### src/rtl/fsm_rotulagem.sv
// fsm_rotulagem: labelling-station slave FSM on the master's cmd_iniciar /
// tarefa_concluida 4-phase handshake. Fires the labeller, waits for the
// label-applied sensor, reports completion and tracks label stock.
// Define ROTULO_TIMEOUT_EN to include the jam watchdog and the FALHA state.
module fsm_rotulagem #(
  parameter int unsigned ESTOQUE_INICIAL = 50,
  parameter int unsigned ESTOQUE_MAX     = 99,
  parameter int unsigned RECARGA         = 10,
  parameter int unsigned TIMEOUT_CICLOS  = 50_000_000
) (
  input  logic       clk,
  input  logic       reset_n,
  input  logic       cmd_iniciar,
  input  logic       sensor_rotulo,
  input  logic       sw_repor,
  output logic       rotulador_ativo,
  output logic       tarefa_concluida,
  output logic       falha_rotulo,
  output logic       alarme_rotulo,
  output logic [6:0] estoque_valor
);

  localparam int unsigned EST_W = 7;
  localparam int unsigned SUM_W = 8;

  localparam logic [2:0] OCIOSO         = 3'd0;
  localparam logic [2:0] ESPERA_ESTOQUE = 3'd1;
  localparam logic [2:0] APLICANDO      = 3'd2;
  localparam logic [2:0] CONCLUIDO      = 3'd3;
`ifdef ROTULO_TIMEOUT_EN
  localparam logic [2:0] FALHA          = 3'd4;
  localparam int unsigned WD_W = (TIMEOUT_CICLOS > 2) ? $clog2(TIMEOUT_CICLOS) : 1;
`endif

  // Elaboration-time sanity check on the stock and timeout parameters
  if (ESTOQUE_INICIAL > ESTOQUE_MAX || ESTOQUE_MAX > 127 || TIMEOUT_CICLOS < 2) begin : g_param_check
    $error("fsm_rotulagem: invalid parameter set");
  end

  logic [2:0]       state, state_nxt;
  logic             sensor_s1, sensor_s2;
  logic             repor_s1, repor_s2, repor_q;
  logic             repor_pulso;
  logic             consome;
  logic [SUM_W-1:0] soma;
  logic [EST_W-1:0] estoque_nxt;
  logic             concluida_nxt;
`ifdef ROTULO_TIMEOUT_EN
  logic [WD_W-1:0]  wd;
  logic             wd_fim;
`endif

  // 2-FF synchronisers for the asynchronous switches, plus refill edge history
  always_ff @(posedge clk or negedge reset_n) begin
    if (!reset_n) begin
      sensor_s1 <= 1'b0;
      sensor_s2 <= 1'b0;
      repor_s1  <= 1'b0;
      repor_s2  <= 1'b0;
      repor_q   <= 1'b0;
    end else begin
      sensor_s1 <= sensor_rotulo;
      sensor_s2 <= sensor_s1;
      repor_s1  <= sw_repor;
      repor_s2  <= repor_s1;
      repor_q   <= repor_s2;
    end
  end

  assign repor_pulso = repor_s2 & ~repor_q;

`ifdef ROTULO_TIMEOUT_EN
  assign wd_fim = (wd == WD_W'(TIMEOUT_CICLOS - 1));

  // Watchdog: runs only while the FSM stays in APLICANDO, zero otherwise
  always_ff @(posedge clk or negedge reset_n) begin
    if (!reset_n) begin
      wd <= '0;
    end else if (state == APLICANDO && state_nxt == APLICANDO) begin
      wd <= wd + WD_W'(1);
    end else begin
      wd <= '0;
    end
  end
`endif

  // Next-state decode; the sensor wins over a watchdog expiry on the same edge
  always_comb begin
    state_nxt = state;
    consome   = 1'b0;
    case (state)
      OCIOSO: begin
        if (cmd_iniciar) begin
          state_nxt = (estoque_valor != '0) ? APLICANDO : ESPERA_ESTOQUE;
        end
      end
      ESPERA_ESTOQUE: begin
        if (!cmd_iniciar)              state_nxt = OCIOSO;
        else if (estoque_valor != '0)  state_nxt = APLICANDO;
      end
      APLICANDO: begin
        if (!cmd_iniciar) begin
          state_nxt = OCIOSO;
        end else if (sensor_s2) begin
          state_nxt = CONCLUIDO;
          consome   = 1'b1;
        end
`ifdef ROTULO_TIMEOUT_EN
        else if (wd_fim) begin
          state_nxt = FALHA;
        end
`endif
      end
      CONCLUIDO: begin
        if (!cmd_iniciar) state_nxt = OCIOSO;
      end
`ifdef ROTULO_TIMEOUT_EN
      FALHA: begin
        if (!cmd_iniciar) state_nxt = OCIOSO;
      end
`endif
      default: state_nxt = OCIOSO;
    endcase
  end

  // Stock update: decrement and refill may coincide; result saturates at the ceiling
  always_comb begin
    soma = SUM_W'(estoque_valor);
    if (consome)     soma = soma - SUM_W'(1);
    if (repor_pulso) soma = soma + SUM_W'(RECARGA);
    estoque_nxt = (soma > SUM_W'(ESTOQUE_MAX)) ? EST_W'(ESTOQUE_MAX) : EST_W'(soma);
  end

`ifdef ROTULO_TIMEOUT_EN
  assign concluida_nxt = (state_nxt == CONCLUIDO) || (state_nxt == FALHA);
`else
  assign concluida_nxt = (state_nxt == CONCLUIDO);
`endif

  // State, stock and registered Moore outputs
  always_ff @(posedge clk or negedge reset_n) begin
    if (!reset_n) begin
      state            <= OCIOSO;
      estoque_valor    <= EST_W'(ESTOQUE_INICIAL);
      alarme_rotulo    <= (ESTOQUE_INICIAL == 0);
      rotulador_ativo  <= 1'b0;
      tarefa_concluida <= 1'b0;
    end else begin
      state            <= state_nxt;
      estoque_valor    <= estoque_nxt;
      alarme_rotulo    <= (estoque_nxt == '0);
      rotulador_ativo  <= (state_nxt == APLICANDO);
      tarefa_concluida <= concluida_nxt;
    end
  end

`ifdef ROTULO_TIMEOUT_EN
  // Jam flag, meaningful while tarefa_concluida is high
  always_ff @(posedge clk or negedge reset_n) begin
    if (!reset_n) begin
      falha_rotulo <= 1'b0;
    end else begin
      falha_rotulo <= (state_nxt == FALHA);
    end
  end
`else
  assign falha_rotulo = 1'b0;
`endif

endmodule

### config.mk
export PLATFORM = sky130hd
export DESIGN_NAME = fsm_rotulagem
export DESIGN_NICKNAME = d
export VERILOG_FILES = /design/src/rtl/fsm_rotulagem.sv
export SDC_FILE = /design/constraint.sdc
export NUM_CORES = 1
export LEC_CHECK = 0
export CORE_MARGIN = 1
export CORE_UTILIZATION = 35
export CTS_CLUSTER_DIAMETER = 50
export DETAILED_ROUTE_END_ITERATION = 10
export GPL_TIMING_DRIVEN = 0
export HOLD_SLACK_MARGIN = 0.03
export PLACE_DENSITY_LB_ADDON = 0.15
export SYNTH_ARGS = -nofsm -noshare
export SYNTH_HDL_FRONTEND = slang
export SYNTH_SLANG_ARGS = --single-unit
### constraint.sdc
create_clock -name clk -period 2.7 [get_ports clk]
set_clock_uncertainty 0.15 [all_clocks]
set_input_delay 0.675 -clock clk [delete_from_list [all_inputs] [get_ports clk]]
set_output_delay 0.675 -clock clk [all_outputs]
set_load 0.05 [all_outputs]
==> metrics.md <==
| Metric | Value |
|---|---|
| Status | complete, but fails checks |
| Failing checks | setup timing |
| DR WL/cell | between 15 and 20 microns |
| Delay-heaviest family, CP | simple AND/OR/NAND/NOR gates |
| Number of synthesized register bits | 18 |
| Synth top area cells | dfrtp_1 (33%), dfstp_2 (6.8%), xnor2_1 (6.8%) |
| Die height | roughly 59 microns |
| Critical path arrival | between 2000 and 3000 ps |
| Mapped cell area | 0.00115 sq mm |
| Worst-skew pair later-pin latency | 300 ps |
| Cell taking the most area after synthesis | dfrtp_1 |
| Required time worst endpoint | between 2000 and 3000 ps |
| Library cells used by synthesis | 44 |
| Sequential area share after synthesis | 39.5% |
| Vias | 926 |
| Sequential Area | around 460 sq um |
| DIE WIDTH | between 50 and 60 microns |
| Fill count | approximately 260 |
| Core ar. | approximately 0.003 sq mm |
| Worst-path fanout max | 5 |
| Buffers added on ports | 14 |
| Initial antenna violation count | 0 |
| Post-synth top cells | dfrtp_1 (15), xnor2_1 (9), nand2b_1 (7), nor2_1 (7) |
| DIE AREA | 0.00352 sq mm |
| Inserted Diodes | 0 |
| Multi-input gate area | around 910 sq um |
| Overall Power | roughly 1.8 mW |
| CTS Sinks | 18 |
| Routed WL | 2730 microns |
| WHS Endpoint | repor_s2 |
| Final TNS setup | -346 ps |
| Maximum root-to-sink buffer count | 2 |
| CP startpoint kind | input port |
| Number of cell rows | 20 |
| Total grt overflow | 0 |
| R2R depth | 10 |
| Hold Vio Cnt, Final | 0 |
| Share of layout cells above drive strength 1 | a little under half |
| H-tree depth | 1 |
| Cell Area, Placed | roughly 0.0014 sq mm |
| Hold depth | 0 |
| Synth Flop Type | dfrtp_1 |
| CP Capture Type | register |
| P_leak | 0.604 nW |
| CTS Buf Count | 3 |
| Final #Nets | between 100 and 150 |
| Final setup vio count | 6 |
| CTS Root Cell | clkbuf_4 |
| Number of cells on the critical path | 12 |
| CP dominant cell by count | or2_4 |
| Setup WS post-layout | -88.0 ps |
| Crit-path cells | buf_2 -> nor4bb_4 -> buf_4 -> a31oi_4 -> or2_4 -> ha_4 -> nor2_2 -> o21a_1 -> or2_4 -> or4_4 -> o211ai_4 -> a2111oi_4 |
| Max Slew Vio Count | 0 |
| Hold Path Class | reg2reg |
| Power Dens Cells | approximately 1000 mW/mm^2 |
| Final instance area | ~0.0017 sq mm |
| Worst-Margin Slew | 766 ps |
| Hold_ws | between 200 and 250 ps |
| Reg-to-Reg Start | state[0] |
| Final Critical Period | between 2000 and 3000 ps |
| Initial detailed-routing violation count | 22 |
| DRC violations left | 0 |
| Post-synthesis async set-or-reset flop share | between 90% and 100% |
| Max Freq | 359 MHz |
| Detailed Routing Iterations Pass 1 | 4 |
| Max incr delay on CP | just over 500 ps |
| Routed Antenna Nets | 0 |
| GR Util All Layers | 17.9% |
| Largest net degree at the start of global routing | 19 |
| GP Congestion | around 0.86 |
| # IOs | 16 |
| End of the worst register-to-register path | estoque_valor[2] |
| Top-count cell post-synth | dfrtp_1 |
| Global-route wire length before repair | 4530 microns |
| CP max-delay cell | or4_4 |
| Slew margin rel. | a little under 50% |
| Hold Buf Count CTS | 0 |
| Layout overhead on the synthesized area | 47.8% |
| Maxcap violations | 0 |
| Clock tree from TritonCTS | yes |
| Hold path start | repor_s1 |
| Register-to-register setup slack | -90 ps |
| Post-DP HPWL | around 1800 microns |
| CP Buf/Inv Count | 2 |
| Drt via density | roughly 5.1 |
| Final period util | 103% |
| Mapped Cells | roughly 110 |
| RSZ-0062 raised after global routing | true |
| Initial Util | a little under two fifths |
| Post-synth EDFFs | 0 |
| Peak supply drop | ~0.54 mV |
| Critical path class | in2reg |
| Post-Syn Area per Cell | between 10 and 15 sq um |
| Share of the synthesized area in the top cell type | between 30% and 40% |
| Clk pin slew, worst setup/hold paths | approximately 100 ps |
| Yosys warnings | 0 |
| Vias in the first global route | 918 |
how the worst max path moves through the flow:
stage / from / endpoint / slack, ps
final: cmd_iniciar / estoque_valor[2] / -90
after global placement: cmd_iniciar / estoque_valor[2] / -890
after detailed placement: cmd_iniciar / estoque_valor[2] / -900
after floorplan: estoque_valor[1] / estoque_valor[2] / -110
after CTS: estoque_valor[1] / estoque_valor[3] / -60
after global routing: state[0] / estoque_valor[0] / -180
layer usage:
layer	part of all wire (%)	track usage, %	wire (microns)	up-vias
met5	0	0	0	-
met2	48	27.9	1310	16
met1	48	23.8	1300	451
li1	-	-	-	452
met4	2.3	9.18	64	0
met3	2.0	2.84	55	7
worst reg2reg max path, delay by kind of cell (launching register included):
| family | cells | cell delay [ps] |
|---|---|---|
| AO/OA/AOI/OAI | 4 | 590 |
| adder cells (fa/ha/maj) | 1 | 200 |
| flip-flops | 1 | 430 |
| AND/OR/NAND/NOR | 5 | 1280 |
where the power goes:
part	total (mW)	internal (mW)	switching [mW]	leakage, nW
clock	0.167	0.0824	0.0844	0.0210
combinational	1.17	0.516	0.654	0.371
sequential	0.416	0.347	0.0697	0.212
placed cells by master (no fill, tap or decap), drive strengths merged, types with 3 or more instances in the layout:
| master | instances |
|---|---|
| a2111oi | 3 |
| a21oi | 4 |
| a31oi | 3 |
| buf | 12 |
| clkbuf | 4 |
| clkdlybuf4s50 | 13 |
| dfrtp | 15 |
| dfstp | 3 |
| inv | 5 |
| nand2b | 7 |
| nor2 | 8 |
| nor3 | 6 |
| o21ai | 3 |
| or2 | 4 |
| or4 | 3 |
| xnor2 | 9 |
| xor2 | 4 |
repair_timing:
action | 4_1_cts | 5_1_grt
pin swaps | 11 | 16
gates resized for setup | 25 | 9
setup buffers | 4 | 4
endpoints found under the setup margin | 8 | 7
logic make-up after synthesis:
| kind of cell | count (synthesis) | share of synthesized area [%] |
|---|---|---|
| AO/OA/AOI/OAI | 23 | 15.1 |
| XOR/XNOR | 15 | 14.6 |
| adder cells (fa/ha/maj) | 2 | 2.17 |
| buffers and inverters | 8 | 3.15 |
| flip-flops | 18 | 39.5 |
| other | 1 | 0.326 |
| AND/OR/NAND/NOR | 42 | 25.2 |
final cells by class:
cell class / instances / share of cell area [%]
Multi-Input combinational cell: 84 / 53.8
Sequential cell: 18 / 26.9
Timing Repair Buffer: 22 / 11.5
Tap cell: 44 / 3.24
Clock buffer: 4 / 2.13
Buffer: 3 / 1.40
Inverter: 5 / 1.10
flip-flops by register name, indices dropped and copies added (netlist names):
signal and flops:
estoque_valor 7, state 3, tarefa_concluida 1, repor_q 1, repor_s1 1, sensor_s1 1, rotulador_ativo 1, alarme_rotulo 1
repor_s2 1, sensor_s2 1
per-stage QoR:
stage                     std cells  worst slack (ps)  utilization [%]
after floorplan                 110              -111                -
after global placement          168              -891             46.7
after detailed placement        168              -904             46.7
after CTS                       176             -58.8             52.0
after global routing            180              -184             55.3
final                           180             -88.0             55.3
Note: power is estimated with default switching activity, not from simulation.
